### config.mk
export PLATFORM = sky130hd
export DESIGN_NAME = alu_op_sequencer
export DESIGN_NICKNAME = d
export VERILOG_FILES = /design/src/rtl/alu_op_sequencer.sv
export SDC_FILE = /design/constraint.sdc
export NUM_CORES = 1
export LEC_CHECK = 0
export ABC_AREA = 1
export CELL_PAD_IN_SITES_DETAIL_PLACEMENT = 0
export CELL_PAD_IN_SITES_GLOBAL_PLACEMENT = 1
export CORE_AREA = 10 10 168 170
export CTS_CLUSTER_SIZE = 10
export DETAILED_ROUTE_END_ITERATION = 6
export DIE_AREA = 0 0 178 180
export PLACE_DENSITY = 0.61
export SETUP_SLACK_MARGIN = 0.2
export SYNTH_ARGS = -nofsm -noshare
export SYNTH_HDL_FRONTEND = slang
export SYNTH_SLANG_ARGS = --single-unit
export TNS_END_PERCENT = 10
### constraint.sdc
create_clock -name clock -period 2.5 [get_ports clock]
set_input_delay 0.375 -clock clock [delete_from_list [all_inputs] [get_ports clock]]
set_output_delay 0.375 -clock clock [all_outputs]
set_load 0.02 [all_outputs]
### src/rtl/alu_op_sequencer.sv
// rtl/alu_op_sequencer.sv - buffers tagged ALU requests and sequences them through an 8-bit ALU
// One operation in flight: pop, hold operands for the ALU's register stage, capture, respond.
module alu_op_sequencer #(
   parameter int DEPTH = 4,
   parameter int TAG_W = 4
) (
   input  logic                    clock,
   input  logic                    reset_n,
   input  logic                    cmd_valid,
   output logic                    cmd_ready,
   input  logic [7:0]              cmd_a,
   input  logic [7:0]              cmd_b,
   input  logic [3:0]              cmd_sel,
   input  logic [TAG_W-1:0]        cmd_tag,
   output logic [7:0]              alu_a,
   output logic [7:0]              alu_b,
   output logic [3:0]              alu_sel,
   input  logic [7:0]              alu_out,
   input  logic                    alu_carry,
   output logic                    rsp_valid,
   input  logic                    rsp_ready,
   output logic [7:0]              rsp_data,
   output logic                    rsp_carry,
   output logic [TAG_W-1:0]        rsp_tag,
   output logic                    rsp_err,
   output logic                    busy,
   output logic [$clog2(DEPTH):0]  fifo_count
);
   localparam int AW = $clog2(DEPTH);
   localparam int CW = AW + 1;

   typedef struct packed {
      logic [7:0]       a;
      logic [7:0]       b;
      logic [3:0]       sel;
      logic [TAG_W-1:0] tag;
      logic             err;
   } entry_t;

   typedef enum logic [1:0] {IDLE, ISSUE, CAPTURE, RESP} state_t;

   entry_t           mem [DEPTH];
   logic [AW-1:0]    wr_ptr, rd_ptr;
   logic [CW-1:0]    count;
   state_t           state, state_next;
   logic             push, pop, empty;
   logic [TAG_W-1:0] pend_tag;
   logic             pend_err;
   entry_t           head;

   assign empty      = (count == '0);
   assign cmd_ready  = (count != CW'(DEPTH));
   assign push       = cmd_valid && cmd_ready;
   assign busy       = (state != IDLE) || !empty;
   assign fifo_count = count;
   assign head       = mem[rd_ptr];

   // Error is decided at push so the FIFO carries it alongside the operands.
   always_ff @(posedge clock) begin
      if (push) begin
         mem[wr_ptr] <= '{a: cmd_a, b: cmd_b, sel: cmd_sel, tag: cmd_tag,
                          err: (cmd_sel > 4'd3) || (cmd_sel == 4'd3 && cmd_b == 8'd0)};
      end
   end

   always_ff @(posedge clock or negedge reset_n) begin
      if (!reset_n) begin
         wr_ptr <= '0;
         rd_ptr <= '0;
         count  <= '0;
      end else begin
         if (push) wr_ptr <= wr_ptr + 1'b1;
         if (pop)  rd_ptr <= rd_ptr + 1'b1;
         case ({push, pop})
            2'b10:   count <= count + 1'b1;
            2'b01:   count <= count - 1'b1;
            default: count <= count;
         endcase
      end
   end

   always_comb begin
      state_next = state;
      pop        = 1'b0;
      case (state)
         IDLE: begin
            if (!empty) begin
               pop        = 1'b1;
               state_next = ISSUE;
            end
         end
         ISSUE:   state_next = CAPTURE;
         CAPTURE: state_next = RESP;
         RESP: begin
            if (rsp_ready) begin
               if (!empty) begin
                  pop        = 1'b1;
                  state_next = ISSUE;
               end else begin
                  state_next = IDLE;
               end
            end
         end
         default: state_next = IDLE;
      endcase
   end

   always_ff @(posedge clock or negedge reset_n) begin
      if (!reset_n) begin
         state     <= IDLE;
         alu_a     <= '0;
         alu_b     <= '0;
         alu_sel   <= '0;
         pend_tag  <= '0;
         pend_err  <= 1'b0;
         rsp_valid <= 1'b0;
         rsp_data  <= '0;
         rsp_carry <= 1'b0;
         rsp_tag   <= '0;
         rsp_err   <= 1'b0;
      end else begin
         state <= state_next;
         if (pop) begin
            alu_a    <= head.a;
            alu_b    <= head.b;
            alu_sel  <= head.sel;
            pend_tag <= head.tag;
            pend_err <= head.err;
         end
         if (state == CAPTURE) begin
            // Errored ops return a fixed pattern, masking whatever the ALU produced.
            rsp_valid <= 1'b1;
            rsp_data  <= pend_err ? 8'hFF : alu_out;
            rsp_carry <= pend_err ? 1'b0 : alu_carry;
            rsp_tag   <= pend_tag;
            rsp_err   <= pend_err;
         end else if (state == RESP && rsp_ready) begin
            rsp_valid <= 1'b0;
         end
      end
   end
endmodule

; After elaboration in Yosys (flattened, before gate mapping)
; Memories as Yosys holds them, arrays and structs flattened. A register that Yosys moved wholly into a read port is not among the register bits.
; Cells that the tools add are included.
[classes]
reduce_logical = 14
mux = 14
n_lt_le_gt_ge = 1
addsub = 4
eq_ne = 9
[op_table]
columns = cell, count
row1 = 8-bit zero test, 1
row2 = 1-bit 2-to-1 mux, 8
row3 = 8-bit 2-to-1 mux, 1
row4 = 2-bit one-hot mux with 4 select lines, 1
row5 = 2-bit equality test (second input constant), 3
row6 = 3-bit one-hot mux with 2 select lines, 1
row7 = 2-bit nonzero test, 3
row8 = 2-bit by 1-bit adder with 2-bit output (second input constant), 2
row9 = 2-bit by 1-bit equality test with 1-bit output (second input constant), 2
row10 = 4-bit by 2-bit equality test with 1-bit output (second input constant), 1
row11 = 4-bit by 2-bit > comparator with 1-bit output (second input constant), 1
row12 = 2-bit 2-to-1 mux, 2
row13 = 2-bit != test (second input constant), 2
row14 = 3-bit by 1-bit adder with 3-bit output (second input constant), 1
row15 = 1-bit logical AND, 3
row16 = 3-bit zero test, 1
row17 = 3-bit != test (second input constant), 1
row18 = 3-bit by 1-bit subtractor with 3-bit output (second input constant), 1
row19 = 1-bit zero test, 2
row20 = 2-bit zero test, 1
row21 = 1-bit logical OR, 2
row22 = 1-bit one-hot mux with 2 select lines, 1
row23 = 2-bit AND reduction, 1
[totals]
mem_bits_rw = 100
elab_cells = 52
n_memories = 1
register_bits = 24
[memory_table]
columns = name, words, width, read_ports, rd_ports_with_merged_regs, write_ports, line_no
row1 = mem, 4, 25, 1, 1, 1, 42  ; entry_t mem [DEPTH];

; Longest topological paths before layout
; Gate-level depths: netlist (run 1).
[logic_depth]
word_depth = 6
depth_mapped = 13

; Worst setup path after synthesis (run 1)
; OpenSTA, ideal clock, no wires.
[synth_path]
path_kind = register to register
from = register count[0] (netlist: fifo_count[0])
to = memory mem[0][0] in the netlist's numbering (enable)
setup_slack_ns = 0.054
synth_period_minus_slack_ns = 2.446
n_path_buf = 0
stages_incl_launch_ff = 5
arrival_ns = 2.039
cell_sequence = dfrtp_1 > nor2_4 > nand2_1 > nand2_2 > nor2_1
[synth_via]
elab_chain_cells = 4
[synth_lines]
columns = element, line_no
row1 = from (decl), 44  ; logic [CW-1:0] count;
row2 = from (signal assigned), 75  ; 2'b10: count <= count + 1'b1;
row3 = from (signal assigned), 76  ; 2'b01: count <= count - 1'b1;
row4 = from (signal assigned), 77  ; default: count <= count;
row5 = 3-bit != test, 52  ; assign cmd_ready = (count != CW'(DEPTH));
row6 = via cmd_ready, 10  ; output logic cmd_ready,
row7 = 1-bit logical AND, 53  ; assign push = cmd_valid && cmd_ready;
row8 = 1-bit 2-to-1 mux, 60  ; if (push) begin
row9 = 1-bit 2-to-1 mux (not written as such), 61  ; mem[wr_ptr] <= '{a: cmd_a, b: cmd_b, sel: cmd_sel, tag: cmd_tag,
row10 = to (decl), 42
; The timed path passes the listed nets, and every way through them passes these cells.

; Final worst setup path (run 1)
[layout_path]
from = register count[1] (netlist: fifo_count[1])
to = output cmd_ready
[layout_via]
elab_chain_cells = 1
[layout_lines]
columns = element, line_no
row1 = 3-bit != test, 52
row2 = to (decl), 10
; No other way between the ends.

==> impl_metrics.tcl, run 1 <==
set metrics [dict create \
    status "finished clean" \
    cts_tree "yes" \
    min_path_cells 2 \
    ys_ff_latch 149 \
    hold_viol_final 0 \
    synth_ff_type "edfxtp_1" \
    synth_area_leaders "edfxtp_1 (49%), nand2_1 (20%), dfrtp_1 (20%)" \
    maxCapViolCount 0 \
    crit_fanout 4 \
    grt.met1_usage_pct 10.22 \
    crit_cells 3 \
    clock.fmax_mhz 488.0 \
    grt_pass1_vias 3948 \
    insertion_delay_ns 0.42 \
    synth_most_common_cell "nand2_1" \
    clkSinkCount 149 \
    worst-endpoint-required_ns 2.12 \
    syn_area_sq_um 6116 \
    min_period_over_period_pct 81.97 \
    core_area_sq_um 24890 \
    antenna_found_initial 4 \
    grt_max_degree 53 \
    fin_crit_ns 2.049 \
    wl_um 14050 \
    synth_cells 570 \
    grt_pass1_wl_um 22140 \
    worstMarginPinSlew_ns 0.6596 \
    synth_top_area_share_pct 49.10 \
    drive_gt1_share_pct 8.832 \
    slowest_stage "clkdlybuf4s50_1" \
    yosysTopAreaCell "edfxtp_1" \
    finalSetupViolCount 0 \
    clk_path_buf_depth 2 \
    yosysWarningCount 0 \
    dieArea_sq_um 32040 \
    worstPathArrival_ns 1.67 \
    synth_nets 617 \
    place.port_buffers 76 \
    slew_viol_final 0 \
    wl_per_cell_um 14.07 \
    synth_cell_types 26 \
    hp-class "reg -> reg" \
    dieWidth_um 178 \
    p_leak_nw 3.341 \
    met2_usage_pct 15.05 \
    synth_common_cells "nand2_1 (330), edfxtp_1 (100), dfrtp_1 (49)" \
    syn_avg_cell_area_sq_um 10.73 \
    grtUsageTotal_pct 9.020 \
    cp-start-kind "flop" \
    p_per_area_nw_per_um2 1269 \
    reg2regPathDepth 8 \
    clk_pin_slew_ns 0.06 \
    path_buf_inv 1 \
    cts_max_level 4 \
    cp_slowest_stage_delay_ns 0.55 \
    ir_drop_uv 505.2 \
    place.gp.congestion 0.7002 \
    critical_path.top_delay_family "buffers and inverters" \
    dr_total_vias 3946 \
    start_util_pct 24.57 \
    cts_setup_buffers 0 \
    crit_path_end_kind "output port" \
    drcViolationCount 0 \
    tns_ns 0 \
    seq_area_frac_synth_pct 69.15 \
    synth-edff-count 100 \
    gr-total-overflow 0 \
    synthArstFlopShare_pct 32.89 \
    placed_cells 965 \
    drtAntennaViolNets 0 \
    tritoncts.num_buffers 17 \
    rsz0062_at_grt "false" \
    instances_no_fill 999 \
    num_rows 58 \
    pre_cts_ws_ns 0.3275 \
    viasPerCell 3.950 \
    use_met3_pct 3.521 \
    critPathKind "reg -> out" \
    root_buffer "clkbuf_16" \
    syn_to_final_growth_pct 27.84 \
    max_slew_margin_pct 56.03 \
    grt.busiest_layer "met2" \
    final.setup.worst_slack_ns 0.4507 \
    path_cells "nor2_4 -> nand2_1 -> clkdlybuf4s50_1" \
    drtIter0Drc 178 \
    fin_worst_skew_ns 0.009448 \
    p_total_mw 9.924 \
    ios 77 \
    nets 702 \
    die_h_um 180 \
    dr.pass1.iters 6 \
    hpwl_um 8659 \
]
[sequential cells by signal, indices dropped and copies added (netlist names)]
register / count
state: 2
rsp_err: 1
rsp_valid: 1
wr_ptr: 2
rsp_data: 8
alu_sel: 4
rd_ptr: 2
mem: 100
alu_a: 8
fifo_count: 3
rsp_carry: 1
pend_tag: 4
alu_b: 8
pend_err: 1
rsp_tag: 4
[power breakdown]
| part | internal, mW | switching, mW |
|---|---|---|
| clock network | 1.61 | 1.01 |
| registers | 3.38 | 0.281 |
| logic | 1.33 | 2.32 |
| total | 6.32 | 3.61 |
[layout make-up]
cell class              instances  area (sq um)
well taps                     330         412.9
fillers                      2572         17070
clock inverters                14         173.9
clock buffers                  18         439.2
flip-flops and latches        149          4230
repair buffers                 88         847.1
inverters                      17         66.31
diodes                          1         2.502
multi-input cells             382          1647
[path summary, 6_finish.rpt]
path	startpoint	to	slack (ns)
min reg2reg	rsp_tag[0]	rsp_tag[0]	0.47
max reg2reg	state[0]	fifo_count[1]	0.50
min in group asynchronous	reset_n	state[0]	0.52
min	rsp_tag[0]	rsp_tag[0]	0.47
max in group asynchronous	reset_n	alu_a[3]	1.28
max	fifo_count[1]	cmd_ready	0.45
[worst min-delay path: stages (launching register included)]
cell,delay [ns]
dfrtp_1,0.34
nand2_1,0.05
nand2_1,0.05
[metal layers]
layer | part of all wire (%) | routed length (um) | vias up
li1 | - | - | 2007
met1 | 43 | 6083 | 1839
met2 | 48 | 6691 | 74
met3 | 7.5 | 1054 | 20
met4 | 1.3 | 187 | 6
met5 | 0.24 | 34 | -
[logic make-up (layout without fill, tap and decap cells)]
kind of cell             Yosys count  in the layout  share of synthesized area [%]
AO/OA/AOI/OAI                     14             14                          1.739
XOR/XNOR                           4              4                         0.5729
adder cells (fa/ha/maj)           10             10                          2.169
buffers and inverters             39            137                          4.091
flip-flops                       149            149                          69.15
multiplexers                       1              1                         0.1841
other                              0              1                              0
AND/OR/NAND/NOR                  353            353                          22.09
[repair_timing]
item	in CTS	in global routing
hold buffers	1	0
endpoints found under the setup margin	1	0
endpoints found under the hold margin	19	0
gates resized for setup	1	0
[cell usage in the layout (no fill, tap or decap), types with 8 or more instances in the layout]
| cell type | count |
|---|---|
| buf_4 | 11 |
| clkbuf_16 | 17 |
| clkdlybuf4s50_1 | 74 |
| dfrtp_1 | 48 |
| edfxtp_1 | 100 |
| ha_1 | 9 |
| inv_1 | 12 |
| nand2_1 | 330 |
| nor2_1 | 11 |
| o22a_1 | 8 |
[per-stage QoR]
step                      hold slack [ns]  cell area (sq um)  util, %
after floorplan                   0.07941               6116        -
after global placement             0.4414               7194    28.90
after detailed placement           0.4468               7194    28.90
after CTS                          0.4744               7816    31.40
after global routing               0.5020               7816    31.40
final                              0.4681               7819    31.41
Power figures use the tool's default switching activity.
==> run 2, diff against run 1 <==
Settings changed: PLACE_DENSITY 0.61 to 0.63.
Clock period 2.5 ns to 1.7 ns, I/O delays scaled along.
==> run 2 against run 1 <==
Effect of this change: the run now ends with negative setup slack left; die area did not move; count of clock-buffer cells in the layout did not move; hold slack got worse by 0.062 ns; combinational power rose by 75%; non-clock buffer count rose by 29; register-to-register slack got worse by 0.67 ns; design area rose by 5.5%; flip-flop and latch count did not move; sequential share of layout area fell by 2.8 points; clock skew fell by 0.0019 ns; critical path type is now reg -> reg.
==> impl_metrics.tcl, run 2 (synthesis results as in run 1) <==
set metrics [dict create \
    status "finished with violations" \
    violations "negative setup slack" \
    fin_worst_skew_ns 0.007521 \
    pre_cts_ws_ns -0.3060 \
    rr_startpoint "state[1]" \
    layout_common_cells "nand2_1 (315), edfxtp_1 (100), dfrtp_1 (48), dlygate4sd2_1 (37), clkdlybuf4s50_1 (35)" \
    dieArea_sq_um 32040 \
    largest_register_ffs 100 \
    crit_fanout 4 \
    placed_area_sq_um 7495 \
    core_area_sq_um 24890 \
    viasPerCell 3.937 \
    worst-endpoint-required_ns 1.99 \
    dieWidth_um 178 \
    slew_viol_final 0 \
    grtUsageTotal_pct 9.111 \
    ios 77 \
    layout.cells.most_common "nand2_1" \
    grt_pass1_wl_um 22550 \
    top_register "mem" \
    gr-total-overflow 0 \
    cp-start-kind "flop" \
    fin_crit_ns 1.868 \
    hp-class "in -> async" \
    placed_cells 988 \
    rsz0062_at_grt "true" \
    clk_path_buf_depth 2 \
    drtIter0Drc 356 \
    p_total_mw 15.52 \
    start_util_pct 24.57 \
    nets 731 \
    clkSinkCount 149 \
    p_per_area_nw_per_um2 1880 \
    max_slew_margin_pct 56.77 \
    wl_um 14510 \
    num_rows 58 \
    grt_pass1_vias 3942 \
    hpwl_um 9304 \
    p_leak_nw 3.635 \
    drcViolationCount 0 \
    place.gp.congestion 0.7030 \
    finalSetupViolCount 3 \
    worstPathArrival_ns 2.16 \
    syn_to_final_growth_pct 34.92 \
    tritoncts.num_buffers 17 \
    reg2reg_to "fifo_count[1]" \
    cp_slowest_stage_delay_ns 0.42 \
    min_period_over_period_pct 109.9 \
    drtAntennaViolNets 0 \
    wl_per_cell_um 14.13 \
    root_buffer "clkbuf_16" \
    die_h_um 180 \
    place.port_buffers 76 \
    instances_no_fill 1027 \
    grt_max_degree 41 \
    cts_max_level 4 \
    drive_gt1_share_pct 16.50 \
    ir_drop_uv 735.3 \
    worstMarginPinSlew_ns 0.6484 \
    antenna_found_initial 0 \
    maxCapViolCount 0 \
    hold_viol_final 0 \
    cpMostUsedCell "nand2_2" \
    critPathKind "reg -> reg" \
    path_cells "ha_2 -> nand2_2 -> nand2_2 -> nand3_4 -> inv_4 -> ha_4 -> fa_2 -> mux2_4" \
    rrSetupSlack_ns -0.17 \
    final.setup.worst_slack_ns -0.1685 \
    reg2regPathDepth 8 \
    final_area_sq_um 8252 \
    cts_tree "yes" \
    dr.pass1.iters 4 \
    clock.fmax_mhz 535.2 \
    antenna_cells 0 \
    insertion_delay_ns 0.41 \
    crit_path_end_kind "flop" \
    slowest_stage "fa_2" \
    clk_pin_slew_ns 0.06 \
    dr_total_vias 4043 \
]
-- run 2: per-stage QoR --
| stage | hold slack [ns] | setup TNS, ns | util (%) |
|---|---|---|---|
| 5_1_grt | 0.4438 | -0.6429 | 33.15 |
| 2_1_floorplan | -0.04059 | -12.01 | - |
| 6_report | 0.4063 | -0.4197 | 33.15 |
| 4_1_cts | 0.4199 | -0.4011 | 32.67 |
| 3_3_place_gp | 0.3236 | -0.5826 | 30.11 |
| 3_5_place_dp | 0.3250 | -0.6252 | 30.11 |
-- run 2: layout make-up --
class                   instances  area, sq um
inverters                      17        73.82
clock buffers                  18        429.2
well taps                     330        412.9
flip-flops and latches        149         4230
fillers                      2506        16640
multi-input cells             382         1798
clock inverters                14        162.7
repair buffers                117         1145
-- run 2: worst max-delay path by stage --
stage	startpoint	to	depth (start not counted)
floorplan	state[1]	fifo_count[1]	9
global placement	rsp_ready	fifo_count[1]	8
detailed placement	rsp_ready	fifo_count[1]	8
CTS	state[1]	fifo_count[1]	8
global route	state[1]	fifo_count[1]	8
finish	state[1]	fifo_count[1]	8
-- run 2: routing by layer --
layer | GRT usage, % | part of all wire [%]
met5 | 0 | 0
met4 | 2.802 | 1.2
met3 | 3.039 | 5.9
met2 | 13.84 | 46
met1 | 11.96 | 47
-- run 2: worst max-delay path, delay by kind of cell, from the launching register on --
kind                       cells  cell delay [ns]
adders and majority gates      3             0.75
DFF                            1             0.40
muxes                          1             0.27
and+or+nand+nor                3             0.26
buffers and inverters          1             0.07
-- run 2: timing repair --
| action | in CTS | in global routing |
|---|---|---|
| resized for setup | 62 | 32 |
| buffers inserted | 4 | 2 |
| hold endpoints to repair | 20 | 0 |
| hold buffers | 1 | 0 |
| setup endpoints to repair | 120 | 141 |
| pin swaps | 6 | 12 |
-- run 2: where the power goes --
group          internal (mW)  switching [mW]
sequential              4.97           0.400
combinational           2.47            3.93
clock                   2.21            1.54
total                   9.65            5.87
